**src/rtl/fetch_stage_pkg.sv**
```systemverilog
// Shared types and constants for the instruction-fetch stage and its skid buffer.
package fetch_stage_pkg;

   typedef enum logic [1:0] {
      ST_IDLE  = 2'd0,
      ST_WAIT  = 2'd1,
      ST_DRAIN = 2'd2
   } fetchState_e;

   localparam logic [31:0] NOP_INSTR_DEF = 32'h0000_0000;
   localparam logic [31:0] INSTR_BYTES   = 32'd4;

   typedef struct packed {
      logic [31:0] instr;
      logic [31:0] pc;
   } skidEntry_t;

endpackage

```
**src/rtl/fetch_skid_buf.sv**
```systemverilog
// One-entry holding register for a fetched instruction that decode could not take.
module fetch_skid_buf
   import fetch_stage_pkg::*;
(
   input  logic       Clk,
   input  logic       Rst_n,
   input  logic       load_i,
   input  logic       clear_i,
   input  skidEntry_t data_i,
   output skidEntry_t data_o,
   output logic       valid_o
);

   skidEntry_t data_q, data_d;
   logic       valid_q, valid_d;

   // Clear wins over load so a flush can never leave a stale entry behind.
   always_comb begin
      data_d  = data_q;
      valid_d = valid_q;
      if (clear_i) begin
         valid_d = 1'b0;
      end else if (load_i) begin
         data_d  = data_i;
         valid_d = 1'b1;
      end
   end

   always_ff @(posedge Clk or negedge Rst_n) begin
      if (!Rst_n) begin
         data_q  <= '0;
         valid_q <= 1'b0;
      end else begin
         data_q  <= data_d;
         valid_q <= valid_d;
      end
   end

   assign data_o  = data_q;
   assign valid_o = valid_q;

endmodule

```
**src/rtl/fetch_stage.sv**
```systemverilog
// Instruction fetch with one request in flight, a one-entry skid buffer and the IF/ID register.
module fetch_stage
   import fetch_stage_pkg::*;
#(
   parameter logic [31:0] RESET_PC  = 32'h0000_0000,
   parameter logic [31:0] NOP_INSTR = NOP_INSTR_DEF
) (
   input  logic        Clk,
   input  logic        Rst_n,
   output logic        imem_req,
   output logic [31:0] imem_addr,
   input  logic        imem_ack,
   input  logic        imem_rvalid,
   input  logic [31:0] imem_rdata,
   input  logic        Stall,
   input  logic        Redirect,
   input  logic [31:0] RedirectPC,
   output logic [31:0] IFID_Instr,
   output logic [31:0] IFID_PCPlus4,
   output logic        IFID_Valid
);

   fetchState_e state_q, state_d;
   logic [31:0] pc_q, pc_d;
   logic [31:0] pendPc_q, pendPc_d;
   logic [31:0] ifidInstr_q, ifidInstr_d;
   logic [31:0] ifidPcPlus4_q, ifidPcPlus4_d;
   logic        ifidValid_q, ifidValid_d;
   logic        run_q;

   logic        rspArrive, ifidAdvance, fire;
   logic        skidLoad, skidClear, skidValid;
   skidEntry_t  skidIn, skidOut;

   assign rspArrive   = (state_q == ST_WAIT) && imem_rvalid;
   assign ifidAdvance = !Stall || !ifidValid_q;
   assign skidLoad    = rspArrive && !ifidAdvance && !Redirect;
   assign skidClear   = Redirect || (!Stall && skidValid);
   assign skidIn      = '{instr: imem_rdata, pc: pendPc_q};

   // run_q keeps the request low while reset is held and for the release cycle.
   assign imem_req  = run_q && !Redirect && !skidValid &&
                      ((state_q == ST_IDLE) || (rspArrive && ifidAdvance));
   assign imem_addr = pc_q;
   assign fire      = imem_req && imem_ack;

   fetch_skid_buf u_skid (
      .Clk     (Clk),
      .Rst_n   (Rst_n),
      .load_i  (skidLoad),
      .clear_i (skidClear),
      .data_i  (skidIn),
      .data_o  (skidOut),
      .valid_o (skidValid)
   );

   always_comb begin
      state_d  = state_q;
      pc_d     = pc_q;
      pendPc_d = pendPc_q;

      if (fire) begin
         pendPc_d = pc_q;
         pc_d     = pc_q + INSTR_BYTES;
      end

      if (Redirect) begin
         pc_d = {RedirectPC[31:2], 2'b00};
         unique case (state_q)
            ST_WAIT:  state_d = imem_rvalid ? ST_IDLE : ST_DRAIN;
            ST_DRAIN: state_d = imem_rvalid ? ST_IDLE : ST_DRAIN;
            default:  state_d = ST_IDLE;
         endcase
      end else begin
         unique case (state_q)
            ST_IDLE:  state_d = fire ? ST_WAIT : ST_IDLE;
            ST_WAIT:  state_d = (imem_rvalid && !fire) ? ST_IDLE : ST_WAIT;
            ST_DRAIN: state_d = imem_rvalid ? ST_IDLE : ST_DRAIN;
            default:  state_d = ST_IDLE;
         endcase
      end
   end

   // The skid entry always predates any arriving response, so it drains first.
   always_comb begin
      ifidInstr_d   = ifidInstr_q;
      ifidPcPlus4_d = ifidPcPlus4_q;
      ifidValid_d   = ifidValid_q;
      if (Redirect) begin
         ifidInstr_d = NOP_INSTR;
         ifidValid_d = 1'b0;
      end else if (ifidAdvance) begin
         if (skidValid) begin
            ifidInstr_d   = skidOut.instr;
            ifidPcPlus4_d = skidOut.pc + INSTR_BYTES;
            ifidValid_d   = 1'b1;
         end else if (rspArrive) begin
            ifidInstr_d   = imem_rdata;
            ifidPcPlus4_d = pendPc_q + INSTR_BYTES;
            ifidValid_d   = 1'b1;
         end else begin
            ifidInstr_d = NOP_INSTR;
            ifidValid_d = 1'b0;
         end
      end
   end

   always_ff @(posedge Clk or negedge Rst_n) begin
      if (!Rst_n) begin
         state_q       <= ST_IDLE;
         pc_q          <= RESET_PC;
         pendPc_q      <= '0;
         ifidInstr_q   <= NOP_INSTR;
         ifidPcPlus4_q <= '0;
         ifidValid_q   <= 1'b0;
         run_q         <= 1'b0;
      end else begin
         state_q       <= state_d;
         pc_q          <= pc_d;
         pendPc_q      <= pendPc_d;
         ifidInstr_q   <= ifidInstr_d;
         ifidPcPlus4_q <= ifidPcPlus4_d;
         ifidValid_q   <= ifidValid_d;
         run_q         <= 1'b1;
      end
   end

   assign IFID_Instr   = ifidInstr_q;
   assign IFID_PCPlus4 = ifidPcPlus4_q;
   assign IFID_Valid   = ifidValid_q;

endmodule

```
**config.mk**
```make
export PLATFORM = sky130hd
export DESIGN_NAME = fetch_stage
export DESIGN_NICKNAME = d
export VERILOG_FILES = /design/src/rtl/fetch_stage_pkg.sv /design/src/rtl/fetch_skid_buf.sv /design/src/rtl/fetch_stage.sv
export SDC_FILE = /design/constraint.sdc
export NUM_CORES = 1
export LEC_CHECK = 0
export CAP_MARGIN = 15
export CORE_MARGIN = 2
export CORE_UTILIZATION = 57
export DETAILED_ROUTE_END_ITERATION = 12
export PLACE_DENSITY_LB_ADDON = 0.3
export RECOVER_POWER = 50
export SLEW_MARGIN = 15
export SYNTH_ARGS = -nofsm -noshare
export SYNTH_HDL_FRONTEND = slang
export SYNTH_SLANG_ARGS = --single-unit
```
**constraint.sdc**
```tcl
create_clock -name Clk -period 6.5 [get_ports Clk]
set_input_delay 0.65 -clock Clk [delete_from_list [all_inputs] [get_ports Clk]]
set_output_delay 0.65 -clock Clk [all_outputs]
set_load 0.1 [all_outputs]
```
==> results of run 1 <==
-- cell usage in the layout, fill, tap and decap left out, types with 15 or more instances in the layout --
cell type,netlist,layout
clkdlybuf4s50_1,0,159
nor2_1,18,18
mux2_2,75,75
nand4_1,19,19
inv_1,15,15
o21ai_0,74,74
nand3_1,30,30
dfrtp_1,189,188
a22oi_1,37,37
nand2_1,183,183
clkbuf_16,0,17
-- cells by family after synthesis --
logic type | share of synthesized area (%)
adders and majority gates | 0.816
muxes | 10.7
other | 0.0816
and+or+nand+nor | 17.3
DFF | 51.4
AOI/OAI and AO/OA | 14.2
buffers and inverters | 3.40
xor gates and xnor gates | 2.00
-- metrics by stage --
stage / setup slack, ns / utilization (%)
2_1_floorplan: 3.41 / -
3_3_place_gp: 2.74 / 69.0
3_5_place_dp: 2.72 / 69.0
4_1_cts: 2.92 / 72.6
5_1_grt: 1.77 / 72.6
6_report: 1.94 / 72.6
-- worst paths after layout --
check | start | endpoint | slack (ns) | depth (start not counted)
max reg2reg | u_skid.valid_o$_DFFE_PN0P_ | IFID_PCPlus4[24]$_DFFE_PN0P_ | 3.12 | 6
max in group asynchronous | Rst_n | pendPc_q[6]$_DFFE_PN0P_ | 4.32 | 3
min | Rst_n | imem_addr[5]$_DFFE_PN0P_ | 0.30 | 1
max | Redirect | imem_req | 1.94 | 6
min reg2reg | IFID_PCPlus4[3]$_DFFE_PN0P_ | IFID_PCPlus4[3]$_DFFE_PN0P_ | 0.47 | 2
min in group Clk | IFID_PCPlus4[3]$_DFFE_PN0P_ | IFID_PCPlus4[3]$_DFFE_PN0P_ | 0.47 | 2
-- final cells by class --
| type | instances | area, sq um |
|---|---|---|
| sequential | 189 | 4730 |
| fill | 1162 | 4330 |
| multi-input combinational | 643 | 4170 |
| timing repair buffer | 172 | 1700 |
| clock buffer | 21 | 440 |
| tap | 216 | 270 |
| clock inverter | 11 | 133 |
| inverter | 15 | 56.3 |
-- power by group --
part	switching, W	internal (W)	total [W]
combinational	0.000697	0.000247	0.000944
sequential	0.000112	0.00128	0.00139
clock	0.000452	0.000573	0.00102
total	0.00126	0.00210	0.00336
-- critical path, delay by kind of cell --
kind                   cells  cell delay, ns
buffers and inverters      3            2.79
AND/OR/NAND/NOR            3            0.45
-- flip-flops by register name (all words and copies together) (netlist names) --
register        flops
u_skid.data_o      62
IFID_Instr         32
IFID_PCPlus4       30
imem_addr          30
pendPc_q           30
state_q             2
IFID_Valid          1
run_q               1
u_skid.valid_o      1
-- layer usage --
| metal | global-route usage (%) | part of all wire (%) |
|---|---|---|
| met1 | 38.5 | 46 |
| met2 | 39.5 | 46 |
| met3 | 5.29 | 7.1 |
| met4 | 8.51 | 1.7 |
| met5 | 0 | 0 |
==> impl_metrics.csv, run 1 <==
group,metric,value,unit
synth,synth.area.top_cells,"dfrtp_1 51%, mux2_2 9.2%, nand2_1 7.5%, o21ai_0 4.0%, a22oi_1 3.0%",
layout,final_area,0.0115,sq mm
sta,fmax,219,MHz
layout,syn_to_final_growth,25.0,%
placed_design,placed_area,0.0109,sq mm
synth,synthFlopType,"dfrtp_1",
setup_path,critPathMaxStageDelay,1.27,ns
sta,slew_headroom,-18.2,%
synth,ys_ff_latch,189,
detailed_routing,drc,0,
detailed_routing,first_pass_iters,5,
sta,finalHoldViolations,0,
setup_path,crit_top_cell,"nor2_1",
clocking,root_buffer,"clkbuf_16",
placed_design,gp_congestion,0.884,
pwr,ir_worst_vdd,0.209,mV
placed_design,io_buffers,161,
detailed_routing,first_iter_violations,630,
global_routing,grt_pass1_wl,35200,um
clocking,worstSkewPairLatency,0.44,ns
synth,netlist_area,0.00920,sq mm
sta,tightest_slew,1.77,ns
global_routing,overflow,0,
sta,finalCritPeriodShare,70.1,%
clocking,htreeDepth,4,
pwr,p_per_area,292,mW/mm^2
outcome,violations,"max-capacitance violations, max-slew violations",
die,io_pins,168,
sta,setup_viol,0,
setup_path,cp-end-kind,"primary output",
synth,yosysMostFrequentCell,"dfrtp_1",
flow_run,drv_cap,2,
setup_path,crit_fanout,42,
setup_path,cp_slowest_cell,"clkbuf_1",
placed_design,hpwl,14800,um
detailed_routing,ant_nets,0,
global_routing,antenna_found_initial,0,
sta,rsz0062_at_grt,"false",
setup_path,startpoint_type,"primary input",
setup_path,cp.required,5.85,ns
detailed_routing,vias,7455,
die,start_util,58.1,%
clocking,post_cts_buffers,0,
die,die_height,131,um
global_routing,first_global_vias,6918,
synth,syn_avg_cell_area,10.2,sq um
die,core,0.0158,sq mm
synth,netlist_instances,901,
hold_path,worst_hold_path_type,"primary input to asynchronous set/reset pin",
sta,slew_viol_final,77,
global_routing,grt_max_degree,106,
synth,synthTopCellsByCount,"189 x dfrtp_1, 183 x nand2_1, 75 x mux2_2",
placed_design,placedCellCount,1234,
global_routing,grt_usage,26.3,%
synth,synth_edf_count,0,
detailed_routing,viasPerCell,5.88,
setup_path,path_class,"primary input to primary output",
clocking,cts_tree,"built",
detailed_routing,wire_per_inst,17.6,um
layout,antenna_cells,0,
layout,stdcell_count,1267,
clocking,cts_sinks,189,
synth,synthArstFlopShare,100,%
die,die-area,0.0172,sq mm
sta,finalSetupTns,0,ns
clocking,path_clk_slew,0.07,ns
die,core.rowCount,46,
clocking,cts_inserted_buffers,17,
synth,yosys.area.top_type_share,51.4,%
clocking,clockBufferDepth,2,
sta,skew,0.00880,ns
setup_path,cp.arrival,3.91,ns
layout,drive_above_1_share,11.8,%
pwr,power,0.00336,W
synth,yosys_warnings,0,
sta,fin_crit,4.56,ns
setup_path,cp_cell_sequence,"dlygate4sd3_1, clkbuf_1, nor2_1, nand2_1, nor2_1, clkdlybuf4s50_1",
die,fp.dieW,131,um
sta,hold_ws,0.297,ns
clocking,post_cts_resized,0,
synth,yosysSeqAreaShare,51.4,%
pwr,power_leakage,4.90,nW
outcome,status,"finished with violations",
clocking,ctsHoldBuffers,0,
synth,synth_cell_type_count,62,
layout,final_nets,1114,
detailed_routing,drt_wl_total,22300,um
synth,yosysTopAreaCell,"dfrtp_1",
Note: power is estimated with default switching activity, not from simulation.
==> run 2, diff against run 1 <==
--- a/config.mk
+++ b/config.mk
@@ -7,7 +7,7 @@
 export LEC_CHECK = 0
 export CAP_MARGIN = 15
 export CORE_MARGIN = 2
-export CORE_UTILIZATION = 57
+export CORE_UTILIZATION = 53
 export DETAILED_ROUTE_END_ITERATION = 12
 export PLACE_DENSITY_LB_ADDON = 0.3
 export RECOVER_POWER = 50
==> constraint.sdc (replaced) <==
create_clock -name Clk -period 4.47 [get_ports Clk]
set_input_delay 0.447 -clock Clk [delete_from_list [all_inputs] [get_ports Clk]]
set_output_delay 0.447 -clock Clk [all_outputs]
set_load 0.1 [all_outputs]
==> impl_metrics.csv, run 2 (same netlist as run 1, synthesis figures left out) <==
group,metric,value,unit
setup_path,cp-end-kind,"register",
detailed_routing,viasPerCell,5.83,
global_routing,grt_pass1_wl,36300,um
placed_design,placed_area,0.0110,sq mm
pwr,power_leakage,4.92,nW
setup_path,cp-startpoint,"u_skid.valid_o$_DFFE_PN0P_",
setup_path,r2r-start,"u_skid.valid_o$_DFFE_PN0P_",
layout,final_area,0.0115,sq mm
placed_design,io_buffers,161,
sta,fmax,303,MHz
placed_design,pre_cts_slack,1.15,ns
layout,drive_above_1_share,12.5,%
layout,antenna_cells,0,
layout,largest_register_ffs,62,
setup_path,startpoint_type,"register",
detailed_routing,first_iter_violations,686,
die,io_pins,168,
clocking,cts_inserted_buffers,17,
layout,final_cell_mix,"188 x dfrtp_1, 183 x nand2_1, 149 x clkdlybuf4s50_1, 75 x mux2_2, 74 x o21ai_0",
clocking,root_buffer,"clkbuf_16",
sta,fin_crit,3.30,ns
layout,fin_util,67.2,%
flow_run,drv_cap,2,
clocking,post_cts_resized,0,
setup_path,rrSetupSlack,1.17,ns
detailed_routing,wire_per_inst,17.6,um
sta,rsz0062_at_grt,"false",
die,core.rowCount,48,
clocking,ctsHoldBuffers,0,
placed_design,gp_congestion,0.894,
sta,slew_headroom,-70.4,%
sta,setup_viol,0,
setup_path,cp.arrival,3.64,ns
setup_path,cp.required,4.81,ns
clocking,worstSkewPairLatency,0.44,ns
layout,ff_latch_area,0.00473,sq mm
sta,finalCritPeriodShare,73.7,%
clocking,cts_tree,"built",
die,core,0.0171,sq mm
layout,syn_to_final_growth,25.0,%
setup_path,crit_fanout,80,
outcome,status,"finished with violations",
setup_path,crit_path_end,"IFID_PCPlus4[24]$_DFFE_PN0P_",
sta,setup_ws,1.17,ns
die,start_util,53.7,%
sta,slew_viol_final,140,
global_routing,first_global_vias,6989,
global_routing,antenna_found_initial,0,
detailed_routing,drc,0,
clocking,path_clk_slew,0.07,ns
global_routing,overflow,0,
detailed_routing,drt_wl_total,22400,um
global_routing,grt_max_degree,107,
detailed_routing,vias,7450,
sta,finalSetupTns,0,ns
layout,final_nets,1115,
sta,hold_ws,0.477,ns
die,die_height,136,um
outcome,violations,"max-capacitance violations, max-slew violations",
layout,fillCellCount,1364,
setup_path,path_class,"register to register",
clocking,cts_sinks,189,
sta,tightest_slew,2.56,ns
sta,finalHoldViolations,0,
clocking,post_cts_buffers,0,
detailed_routing,ant_nets,0,
clocking,htreeDepth,4,
die,die-area,0.0184,sq mm
hold_path,worst_hold_path_type,"register to register",
placed_design,hpwl,15200,um
setup_path,worst_r2r_endpoint,"IFID_PCPlus4[24]$_DFFE_PN0P_",
die,fp.dieW,136,um
detailed_routing,first_pass_iters,7,
layout,final_common_cell,"dfrtp_1",
pwr,p_per_area,422,mW/mm^2
sta,skew,0.0107,ns
global_routing,grt_usage,24.9,%
layout,multi_input_area,0.00416,sq mm
clocking,clockBufferDepth,2,
pwr,ir_worst_vdd,0.367,mV
setup_path,ff2ff_path_depth,7,
==> run 2: changes by cell type in the layout (fill, tap and decap cells not counted), moves of 2 or more <==
cell	before	now
clkbuf_8	0	2
bufinv_16	2	0
clkbuf_2	0	2
clkinvlp_4	1	4
clkdlybuf4s50_1	159	149
buf_4	5	9
clkbuf_1	9	3
dlygate4sd3_1	1	10
==> run 2: layout make-up <==
class,count,area share (%)
multi-input combinational,643,36.2
sequential,189,41.2
tap,225,2.45
clock buffer,20,3.97
timing repair buffer,173,14.8
inverter,15,0.490
clock inverter,12,0.925
==> run 2: critical path: stages (launching register included) <==
cell and delay (ns):
dfrtp_4 1.04, mux2_2 0.33, ha_1 0.26, nand4_1 0.16, a22oi_2 0.49, nand4_2 0.30, o31a_1 0.37, o31ai_1 0.21
==> run 2: per-stage QoR <==
stage          total power (W)  cells
5_1_grt                0.00503   1277
4_1_cts                0.00487   1277
2_1_floorplan          0.00300    904
3_5_place_dp           0.00343   1245
3_3_place_gp           0.00341   1245
6_report               0.00485   1277
==> run 2: report_power, final <==
group	internal, W	leakage [nW]	total (W)	switching [W]
sequential	0.00186	2.52	0.00203	0.000163
combinational	0.000353	2.13	0.00137	0.00101
clock	0.000757	0.265	0.00145	0.000697
==> run 2: how the worst min path moves through the flow <==
stage	from	endpoint	depth (start not counted)
final	IFID_PCPlus4[6]$_DFFE_PN0P_	IFID_PCPlus4[6]$_DFFE_PN0P_	2
after global routing	IFID_Instr[13]$_DFFE_PN0P_	IFID_Instr[13]$_DFFE_PN0P_	2
after CTS	Rst_n	imem_addr[9]$_DFFE_PN0P_	1
after detailed placement	IFID_Instr[23]$_DFFE_PN0P_	IFID_Instr[23]$_DFFE_PN0P_	2
after global placement	IFID_Instr[7]$_DFFE_PN0P_	IFID_Instr[7]$_DFFE_PN0P_	2
after floorplan	Rst_n	IFID_Instr[0]$_DFFE_PN0P_	0
==> run 2: routing by layer <==
metal | share of wire [%] | routed length [um] | global-route usage [%] | vias to the layer above
li1 | - | - | - | 3554
met1 | 47 | 10600 | 37.9 | 3592
met2 | 45 | 10100 | 36.9 | 272
met3 | 5.7 | 1270 | 4.45 | 32
met4 | 1.7 | 392 | 6.60 | 0
met5 | 0 | 0 | 0 | -
==> run 3, diff against run 2 <==
--- a/config.mk
+++ b/config.mk
@@ -7,7 +7,7 @@
 export LEC_CHECK = 0
 export CAP_MARGIN = 15
 export CORE_MARGIN = 2
-export CORE_UTILIZATION = 53
+export CORE_UTILIZATION = 48
 export DETAILED_ROUTE_END_ITERATION = 12
 export PLACE_DENSITY_LB_ADDON = 0.3
 export RECOVER_POWER = 50
==> constraint.sdc (replaced) <==
create_clock -name Clk -period 2.94 [get_ports Clk]
set_input_delay 0.294 -clock Clk [delete_from_list [all_inputs] [get_ports Clk]]
set_output_delay 0.294 -clock Clk [all_outputs]
set_load 0.1 [all_outputs]
==> impl_metrics.csv, run 3 (same netlist as run 1, synthesis figures left out) <==
group,metric,value,unit
placed_design,hpwl,16400,um
layout,antenna_cells,0,
global_routing,antenna_found_initial,0,
sta,skew,0.00880,ns
setup_path,crit_fanout,26,
pwr,p_per_area,655,mW/mm^2
die,die_height,142,um
detailed_routing,drc,0,
layout,syn_to_final_growth,22.0,%
setup_path,cp_top_family,"compound AO/OA/AOI/OAI gates",
detailed_routing,viasPerCell,5.78,
outcome,status,"finished with violations",
sta,rsz0062_at_grt,"false",
setup_path,cp_slowest_cell,"dfrtp_4",
setup_path,cp.arrival,2.95,ns
clocking,post_cts_resized,0,
layout,ff_latch_area,0.00473,sq mm
clocking,clockBufferDepth,2,
sta,setup_viol,0,
detailed_routing,wire_per_inst,17.9,um
hold_path,worst_hold_path_type,"primary input to register",
detailed_routing,first_iter_violations,649,
clocking,cts_tree,"built",
outcome,violations,"max-capacitance violations, max-slew violations",
sta,finalCritPeriodShare,89.5,%
global_routing,grt_usage,23.6,%
global_routing,grt_pass1_wl,38000,um
detailed_routing,vias,7534,
layout,final_common_cell,"dfrtp_1",
sta,setup_ws,0.308,ns
setup_path,crit_buf_inv,1,
sta,finalSetupTns,0,ns
layout,multi_input_area,0.00417,sq mm
die,die-area,0.0203,sq mm
clocking,path_clk_slew,0.07,ns
detailed_routing,ant_nets,0,
placed_design,io_buffers,161,
clocking,cts_sinks,189,
sta,tightest_slew,1.94,ns
die,core.rowCount,50,
die,fp.dieW,142,um
layout,fin_util,59.8,%
global_routing,overflow,0,
sta,hold_ws,0.422,ns
sta,slew_headroom,-29.4,%
detailed_routing,drt_wl_total,23400,um
placed_design,gp_congestion,0.911,
detailed_routing,first_pass_iters,5,
layout,largest_register_ffs,62,
pwr,ir_worst_vdd,0.462,mV
layout,fillCellCount,1638,
sta,finalHoldViolations,0,
placed_design,pre_cts_slack,0.283,ns
layout,final_cell_mix,"188 x dfrtp_1, 183 x nand2_1, 75 x mux2_2, 74 x o21ai_0, 66 x clkdlybuf4s50_1",
clocking,worstSkewPairLatency,0.43,ns
global_routing,grt_max_degree,75,
setup_path,path_class,"register to register",
clocking,htreeDepth,4,
die,start_util,49.0,%
sta,fmax,380,MHz
clocking,root_buffer,"clkbuf_16",
layout,final_nets,1132,
global_routing,first_global_vias,7225,
setup_path,critPathMaxStageDelay,0.62,ns
sta,fin_crit,2.63,ns
die,core,0.0188,sq mm
setup_path,cp.required,3.26,ns
setup_path,cp_cell_sequence,"mux2_2, ha_1, nand4b_1, a22oi_2, buf_4, nand4_1, xnor2_1, a221o_1",
setup_path,startpoint_type,"register",
clocking,cts_inserted_buffers,17,
sta,slew_viol_final,74,
flow_run,drv_cap,1,
pwr,power_leakage,4.90,nW
setup_path,cp-end-kind,"register",
layout,drive_above_1_share,16.7,%
setup_path,rrSetupSlack,0.31,ns
die,io_pins,168,
[run 3: worst min-delay path: cells and delay by family]
kind / cells / cell delay, ns
buffers and inverters: 1 / 0.39
and+or+nand+nor: 1 / 0.06
AOI/OAI and AO/OA: 1 / 0.06
[run 3: through the flow]
step,power (W),cells,instance area (sq um)
after floorplan,0.00457,904,9210
after global placement,0.00515,1270,10900
after detailed placement,0.00519,1270,10900
after CTS,0.00747,1303,11500
after global routing,0.00766,1303,11200
final,0.00735,1303,11200
[run 3: report_power, final]
part / internal, W / total (W) / switching (W)
clock: 0.00128 / 0.00230 / 0.00102
sequential: 0.00283 / 0.00309 / 0.000254
combinational: 0.000412 / 0.00196 / 0.00155
total: 0.00453 / 0.00735 / 0.00282
[run 3: final timing paths]
kind	start	end	cells past startpoint
worst min register to register	IFID_Instr[4]$_DFFE_PN0P_	IFID_Instr[4]$_DFFE_PN0P_	2
min in group asynchronous	Rst_n	imem_addr[7]$_DFFE_PN0P_	2
worst max register to register	u_skid.valid_o$_DFFE_PN0P_	IFID_PCPlus4[12]$_DFFE_PN0P_	8
worst min-delay path	RedirectPC[2]	imem_addr[2]$_DFFE_PN0P_	3
max in group asynchronous	Rst_n	pendPc_q[21]$_DFFE_PN0P_	3
worst max-delay path	u_skid.valid_o$_DFFE_PN0P_	IFID_PCPlus4[12]$_DFFE_PN0P_	8
[run 3: timing repair]
item	CTS	global route
setup buffers	0	0
hold buffers	1	0
endpoints found under the hold margin	70	0
[run 3: area by class of cell]
| type | instances | area share [%] |
|---|---|---|
| Sequential cell | 189 | 42.2 |
| Clock buffer | 20 | 3.98 |
| Inverter | 15 | 0.502 |
| Timing Repair Buffer | 190 | 12.4 |
| Tap cell | 234 | 2.61 |
| Clock inverter | 12 | 1.23 |
| Multi-Input combinational cell | 643 | 37.1 |
[run 3: layer usage]
metal / wire [um] / vias to the layer above / track usage [%]
met3: 1230 / 34 / 4.27
li1: - / 3583 / -
met4: 463 / 0 / 7.61
met2: 10500 / 267 / 35.4
met1: 11200 / 3650 / 35.0
met5: 0 / - / 0
